`src/rtl/score_hud_decoder_pkg.sv`:
```
// -----------------------------------------------------------------------------
// hud_pkg
// Shared types and constants for the score HUD decoder.
//   screen_e      : game screen encoding driven by the game controller
//   bcd_t         : one BCD digit
//   dec_state_e   : binary-to-BCD conversion FSM states
//   BCD_DIGITS    : number of BCD digits produced for the score
// -----------------------------------------------------------------------------
package hud_pkg;

    typedef enum logic [1:0] {
        SCR_START = 2'd0,
        SCR_PLAY  = 2'd1,
        SCR_OVER  = 2'd2,
        SCR_WIN   = 2'd3
    } screen_e;

    typedef logic [3:0] bcd_t;

    typedef enum logic [1:0] {
        ST_IDLE    = 2'd0,
        ST_CONVERT = 2'd1,
        ST_PUBLISH = 2'd2
    } dec_state_e;

    localparam int BCD_DIGITS = 4;

endpackage

```
`src/rtl/score_hud_decoder_bcd_add3.sv`:
```
// -----------------------------------------------------------------------------
// bcd_add3
// Combinational correction step of the shift-add-3 (double dabble) engine:
// a BCD nibble of 5 or more gets 3 added so that the following left shift
// carries correctly into the next decimal digit.
//   din_i  : BCD nibble before correction
//   dout_o : corrected nibble
// -----------------------------------------------------------------------------
module bcd_add3
    import hud_pkg::*;
(
    input  bcd_t din_i,
    output bcd_t dout_o
);

    always_comb begin
        dout_o = (din_i >= 4'd5) ? din_i + 4'd3 : din_i;
    end

endmodule

```
`src/rtl/score_hud_decoder.sv`:
```
// -----------------------------------------------------------------------------
// score_hud_decoder
// Consumer of the game controller status interface. Converts the binary
// score to four BCD digits (sequential shift-add-3, at most once per frame
// and only when the score changed), registers level / bird-count display
// digits and produces the level-up blink envelope for the HUD drawers.
//
// Ports:
//   clk, resetN        : clock, asynchronous active-low reset
//   startOfFrame       : one-cycle pulse per video frame
//   score              : binary score (SCORE_W bits)
//   level              : zero-based level
//   birdsLeft          : remaining birds (0..10)
//   currScreen         : 0=START 1=PLAY 2=OVER 3=WIN
//   newLevelPulse      : one-cycle level-up pulse
//   scoreDigits        : BCD score, [15:12] thousands .. [3:0] ones
//   digitsUpdated      : one-cycle pulse when scoreDigits is refreshed
//   levelDigit         : level + 1
//   birdsTens/Ones     : decimal digits of birdsLeft
//   hudEnable          : high while on the PLAY screen
//   hudBlink           : blink phase, high = suppress HUD
//   digitBlank         : leading-zero blank mask
//
// Optional feature: define LEADING_ZERO_BLANK_EN to generate digitBlank;
// otherwise digitBlank is tied to zero.
// -----------------------------------------------------------------------------
module score_hud_decoder
    import hud_pkg::*;
#(
    parameter int SCORE_W      = 13,
    parameter int FLASH_FRAMES = 60,
    parameter int BLINK_BIT    = 2
) (
    input  logic               clk,
    input  logic               resetN,
    input  logic               startOfFrame,
    input  logic [SCORE_W-1:0] score,
    input  logic [3:0]         level,
    input  logic [3:0]         birdsLeft,
    input  logic [1:0]         currScreen,
    input  logic               newLevelPulse,
    output logic [15:0]        scoreDigits,
    output logic               digitsUpdated,
    output logic [3:0]         levelDigit,
    output logic [3:0]         birdsTens,
    output logic [3:0]         birdsOnes,
    output logic               hudEnable,
    output logic               hudBlink,
    output logic [3:0]         digitBlank
);

    localparam int BCD_W = BCD_DIGITS * 4;
    localparam int CNT_W = $clog2(SCORE_W);

    // ------------------------------------------------------------------
    // Conversion engine state
    // ------------------------------------------------------------------
    dec_state_e         state_q;
    logic [SCORE_W-1:0] shift_q;
    logic [SCORE_W-1:0] lastScore_q;
    logic               forceConv_q;
    logic [BCD_W-1:0]   bcd_q;
    logic [CNT_W-1:0]   bitCnt_q;
    logic [BCD_W-1:0]   scoreDigits_q;
    logic               digitsUpdated_q;

    logic [BCD_W-1:0]   bcd_adj;
    logic [BCD_W-1:0]   bcd_d;

    for (genvar k = 0; k < BCD_DIGITS; k++) begin : g_add3
        bcd_add3 u_add3 (
            .din_i  (bcd_q[4*k +: 4]),
            .dout_o (bcd_adj[4*k +: 4])
        );
    end

    // Corrected accumulator shifted left, pulling in the next score bit (MSB first).
    assign bcd_d = {bcd_adj[BCD_W-2:0], shift_q[SCORE_W-1]};

`ifdef LEADING_ZERO_BLANK_EN
    logic [3:0] digitBlank_q;

    // A digit is blank when it and every higher digit are zero; the ones
    // digit always shows so a score of 0 still renders "0".
    function automatic logic [3:0] blank_mask(input logic [BCD_W-1:0] d);
        logic [3:0] m;
        m[3] = (d[15:12] == 4'd0);
        m[2] = m[3] && (d[11:8] == 4'd0);
        m[1] = m[2] && (d[7:4] == 4'd0);
        m[0] = 1'b0;
        return m;
    endfunction
`endif

    always_ff @(posedge clk or negedge resetN) begin
        if (!resetN) begin
            state_q         <= ST_IDLE;
            shift_q         <= '0;
            lastScore_q     <= '0;
            forceConv_q     <= 1'b1;
            bcd_q           <= '0;
            bitCnt_q        <= '0;
            scoreDigits_q   <= '0;
            digitsUpdated_q <= 1'b0;
`ifdef LEADING_ZERO_BLANK_EN
            digitBlank_q    <= '0;
`endif
        end else begin
            case (state_q)
                ST_IDLE: begin
                    digitsUpdated_q <= 1'b0;
                    if (startOfFrame && ((score != lastScore_q) || forceConv_q)) begin
                        shift_q     <= score;
                        lastScore_q <= score;
                        forceConv_q <= 1'b0;
                        bcd_q       <= '0;
                        bitCnt_q    <= CNT_W'(SCORE_W - 1);
                        state_q     <= ST_CONVERT;
                    end
                end
                ST_CONVERT: begin
                    bcd_q    <= bcd_d;
                    shift_q  <= {shift_q[SCORE_W-2:0], 1'b0};
                    bitCnt_q <= bitCnt_q - 1'b1;
                    // Results are loaded on the last shift so they are already
                    // visible during the PUBLISH cycle.
                    if (bitCnt_q == '0) begin
                        state_q         <= ST_PUBLISH;
                        scoreDigits_q   <= bcd_d;
                        digitsUpdated_q <= 1'b1;
`ifdef LEADING_ZERO_BLANK_EN
                        digitBlank_q    <= blank_mask(bcd_d);
`endif
                    end
                end
                ST_PUBLISH: begin
                    digitsUpdated_q <= 1'b0;
                    state_q         <= ST_IDLE;
                end
                default: begin
                    digitsUpdated_q <= 1'b0;
                    state_q         <= ST_IDLE;
                end
            endcase
        end
    end

    assign scoreDigits   = scoreDigits_q;
    assign digitsUpdated = digitsUpdated_q;
`ifdef LEADING_ZERO_BLANK_EN
    assign digitBlank    = digitBlank_q;
`else
    assign digitBlank    = 4'b0000;
`endif

    // ------------------------------------------------------------------
    // Side outputs and level-up flash envelope
    // ------------------------------------------------------------------
    logic [3:0] levelDigit_q, birdsTens_q, birdsOnes_q;
    logic       hudEnable_q, hudBlink_q;
    logic [7:0] flashCnt_q, flashCnt_d;
    logic [3:0] birdsTens_d, birdsOnes_d;

    always_comb begin
        birdsTens_d = (birdsLeft >= 4'd10) ? 4'd1 : 4'd0;
        birdsOnes_d = (birdsLeft >= 4'd10) ? birdsLeft - 4'd10 : birdsLeft;
    end

    // A level-up reload takes priority over the per-frame countdown.
    always_comb begin
        flashCnt_d = flashCnt_q;
        if (newLevelPulse) begin
            flashCnt_d = 8'(FLASH_FRAMES);
        end else if (startOfFrame && (flashCnt_q != 8'd0)) begin
            flashCnt_d = flashCnt_q - 8'd1;
        end
    end

    always_ff @(posedge clk or negedge resetN) begin
        if (!resetN) begin
            levelDigit_q <= '0;
            birdsTens_q  <= '0;
            birdsOnes_q  <= '0;
            hudEnable_q  <= 1'b0;
            hudBlink_q   <= 1'b0;
            flashCnt_q   <= '0;
        end else begin
            levelDigit_q <= level + 4'd1;
            birdsTens_q  <= birdsTens_d;
            birdsOnes_q  <= birdsOnes_d;
            hudEnable_q  <= (currScreen == SCR_PLAY);
            hudBlink_q   <= (flashCnt_q != 8'd0) && flashCnt_q[BLINK_BIT];
            flashCnt_q   <= flashCnt_d;
        end
    end

    assign levelDigit = levelDigit_q;
    assign birdsTens  = birdsTens_q;
    assign birdsOnes  = birdsOnes_q;
    assign hudEnable  = hudEnable_q;
    assign hudBlink   = hudBlink_q;

endmodule

```
`config.mk`:
```
export PLATFORM = sky130hd
export DESIGN_NAME = score_hud_decoder
export DESIGN_NICKNAME = d
export VERILOG_FILES = /design/src/rtl/score_hud_decoder_pkg.sv /design/src/rtl/score_hud_decoder_bcd_add3.sv /design/src/rtl/score_hud_decoder.sv
export SDC_FILE = /design/constraint.sdc
export NUM_CORES = 1
export LEC_CHECK = 0
export ABC_AREA = 0
export BUFFER_PORTS_ARGS = -buffer_cell sky130_fd_sc_hd__buf_2
export CAP_MARGIN = 10
export CORE_MARGIN = 4
export CORE_UTILIZATION = 50
export CTS_CLUSTER_SIZE = 24
export DETAILED_ROUTE_END_ITERATION = 16
export PLACE_DENSITY = 0.76
export REMOVE_ABC_BUFFERS = 1
export SYNTH_ARGS = -nofsm -noshare
export SYNTH_HDL_FRONTEND = slang
export SYNTH_SLANG_ARGS = --single-unit
```
`constraint.sdc`:
```
create_clock -name clk -period 2.9 [get_ports clk]
set_input_delay 0.145 -clock clk [delete_from_list [all_inputs] [get_ports clk]]
set_output_delay 0.145 -clock clk [all_outputs]
set_load 0.005 [all_outputs]
```
==> results list <==
- Setup repair after global routing left no endpoint under its margin.
- The number of hold violations in the final report is 41.
* Ports placed on the boundary: 62
- The most used flip-flop cell after synthesis is dfrtp_1.
- Maximum VDD drop: 0.000531 V
- After synthesis, the most frequently instantiated cells are 84 x dfrtp_1, 60 x nand2_1, 30 x nor2_1.
- The synthesized design spends more area on one cell type than any other, namely dfrtp_1.
- For this run, the number of Yosys warnings is 0.
- Routability-driven placement congestion ratio: 0.823
- Post-layout minimum cycle time: 1.95 ns
- The die is 97.6 µm wide.
* Kind of capture point of the worst setup path: flop
* Count leader, synth: dfrtp_1
- The via count of the first global-routing pass is 2740.
- Worst setup path category: flop to flop
- Placed instance area: 4330 µm²
- Of the cells placed in the final design, the portion with a size suffix greater than 1 is 23.0%.
* Number of flip-flops and latches in the synthesized netlist: 85
* Clock buffer depth: 2
* Placeable core region: 7770 µm²
* Global-route usage over all layers: 15.9%
- DR iter-0 viols: 90
- The worst setup path is launched from a flop.
- Via-to-Cell Ratio: 5.02
* H-tree lvl count: 3
- Timing would allow up to 512 MHz.
- The die is 97.6 µm tall.
* Worst hold path type: primary input to async pin
* Ant diodes: 0
* Area enclosed by the die boundary: 9530 µm²
* Result of the run: finished, violations left
- First-pass GRT wire length: 12500 µm
- Clock input transition at the sequential cells of the worst setup and hold paths: 0.08 ns
- Maximum number of pins on one net before global-route repair: 86
- Nets: 478
- In this run the tightest slew margin relative to its limit is 30.2%.
- Total via count in the routed design: 2736
- Main area contributors after synthesis: dfrtp_1 52%, nand2_1 5.6%, mux2_2 5.0%
- Fill cell count: 687
- Data required time of the critical path: 3.14 ns
* Final worst hold slack: -0.0301 ns
* Final Instance Area: 4600 µm²
* Netlist Area Pre-Place: 4020 µm²
* Max-cap violations: 0
- The final reports fail on hold timing.
* Overall power consumption: 4.75 mW
- Clock latency at the later pin of the worst-skew pair: 0.36 ns
* Count of flip-flops with a built-in enable after synthesis: 0
- Worst reg2reg endpoint: lastScore_q[12]$_DFFE_PN0P_
* CP Data Arrival Time: 2.20 ns
- Antenna violations before repair: 0
- Number of standard-cell rows in the floorplan: 32
* I/O Buffers: 54
- Post-CTS repair changed the size of 0 cells.
- Worst-case register-to-register setup slack: 0.95 ns
* Share of the synthesized area in the top cell type: 52.4%
* Detailed-routing iteration count for the pre-antenna-repair pass: 4
* Clk root buf: clkbuf_8
- Maximum fanout along the worst path: 28
- The clock arrives with 0.00811 ns of skew.
- Global routing finished with a remaining overflow of 0.
- Starting utilization of the core area: 51.7%
- Per-cell routed wire length: 13.3 µm
- The worst register-to-register path begins at lastScore_q[12]$_DFFE_PN0P_.
* Sum of routed wire length over all layers: 7280 µm
- Counting every sink on the clock net gives 85.
- The wire-length estimate of the detail-placed layout is 4930 µm.
- The worst register-to-register path has a depth of 5.
* Area growth from synthesis to layout: 14.5%
- The netlist uses 41 different library cells.
- Counting every instance in the synthesized netlist gives 381.
- Mean area per synthesized cell: 10.5 µm²
* Leakage power: 2.20 nW
* Slew at the pin closest to its max-slew limit: 1.05 ns
- Detail Route Antenna Nets: 0
- Setup violations remaining at the end of the flow were counted as 0.
- The final-report max-slew violation count was 0.
* Remaining design rule violation count: 0
- Async set-or-reset flop fraction in the synthesized netlist: 100%
* CTS tree: built
- Power spread over the standard cell area amounts to 1030 nW/µm².
- TritonCTS created 9 clock buffers.
* Post-synthesis sequential area ratio: 53.0%
* Portion of the clock cycle consumed by the worst path in the final layout: 67.3%
cell usage in the layout, fill, tap and decap left out, types with 8 or more instances in the layout:
cell type	netlist	final
buf_2	2	53
o21ai_0	21	21
a211oi_1	16	16
nor3b_1	8	8
inv_1	17	17
nand2_1	60	60
ha_1	13	13
nor2_1	30	30
a21oi_1	15	15
dfrtp_1	84	84
xor2_1	17	17
mux2_2	18	18
nand2b_1	9	9
xnor2_1	10	10
clkbuf_8	0	9
critical path, stage by stage (launching register included):
cell	delay (ns)
dfrtp_1	0.40
xor2_1	0.16
nor4_1	0.07
and4_4	0.21
nor2_4	0.59
mux2_2	0.42
final cells by class:
| class | instances | area, µm² | area share [%] |
|---|---|---|---|
| clock buffers | 10 | 128 | 2.78 |
| well taps | 102 | 128 | 2.78 |
| flip-flops and latches | 85 | 2130 | 46.3 |
| clock inverters | 6 | 87.6 | 1.90 |
| inverters | 17 | 63.8 | 1.39 |
| multi-input cells | 264 | 1730 | 37.5 |
| repair buffers | 61 | 338 | 7.35 |
where the power goes:
part	switching, mW	internal, mW
clock	0.421	0.485
sequential	0.296	1.63
combinational	0.997	0.914
total	1.71	3.03
worst max path at each step:
stage,start,slack [ns],depth (start not counted),to
2_1_floorplan,state_q[1]$_DFFE_PN0P_,-0.64,3,scoreDigits[0]$_DFFE_PN0P_
3_3_place_gp,lastScore_q[1]$_DFFE_PN0P_,1.00,5,lastScore_q[11]$_DFFE_PN0P_
3_5_place_dp,lastScore_q[1]$_DFFE_PN0P_,0.96,5,lastScore_q[12]$_DFFE_PN0P_
4_1_cts,lastScore_q[12]$_DFFE_PN0P_,0.95,5,lastScore_q[12]$_DFFE_PN0P_
5_1_grt,flashCnt_q[0]$_DFFE_PN0P_,0.83,7,flashCnt_q[4]$_DFFE_PN0P_
6_report,lastScore_q[12]$_DFFE_PN0P_,0.95,5,lastScore_q[12]$_DFFE_PN0P_
per-stage QoR:
step / setup slack (ns) / util (%) / TNS (ns) / cells / hold slack, ns
after CTS: 0.946 / 59.2 / 0 / 545 / 0.00496
after floorplan: -0.644 / - / -7.96 / 366 / -0.151
after global placement: 1.00 / 55.8 / 0 / 524 / 0.255
after detailed placement: 0.962 / 55.8 / 0 / 524 / 0.261
final: 0.947 / 59.2 / 0 / 545 / -0.0301
after global routing: 0.829 / 59.2 / 0 / 545 / 0.0137
registers in the layout, indices dropped and copies added (netlist names):
signal / flops
lastScore_q: 13
bitCnt_q: 4
forceConv_q: 1
birdsTens: 1
state_q: 2
hudEnable: 1
scoreDigits: 16
shift_q: 13
hudBlink: 1
digitsUpdated: 1
flashCnt_q: 8
bcd_q: 16
birdsOnes: 4
levelDigit: 4
per-layer routing:
metal | vias to the layer above | GRT usage, % | routed length, µm
met5 | - | 0 | 0
met4 | 0 | 4.15 | 82
met3 | 11 | 4.88 | 407
met2 | 53 | 27.4 | 3600
met1 | 1291 | 19.5 | 3180
li1 | 1381 | - | -
kinds of logic after synthesis:
kind of cell | synth area share [%]
AOI/OAI and AO/OA | 9.19
xor gates and xnor gates | 5.89
adders and majority gates | 4.05
buffers and inverters | 4.64
DFF | 53.0
muxes | 7.92
other | 0.0934
and+or+nand+nor | 15.2
what timing repair did:
action / CTS / global route
endpoints found under the hold margin: 5 / 0
setup buffers: 0 / 0
hold buffers: 5 / 0
Power figures use the tool's default switching activity.
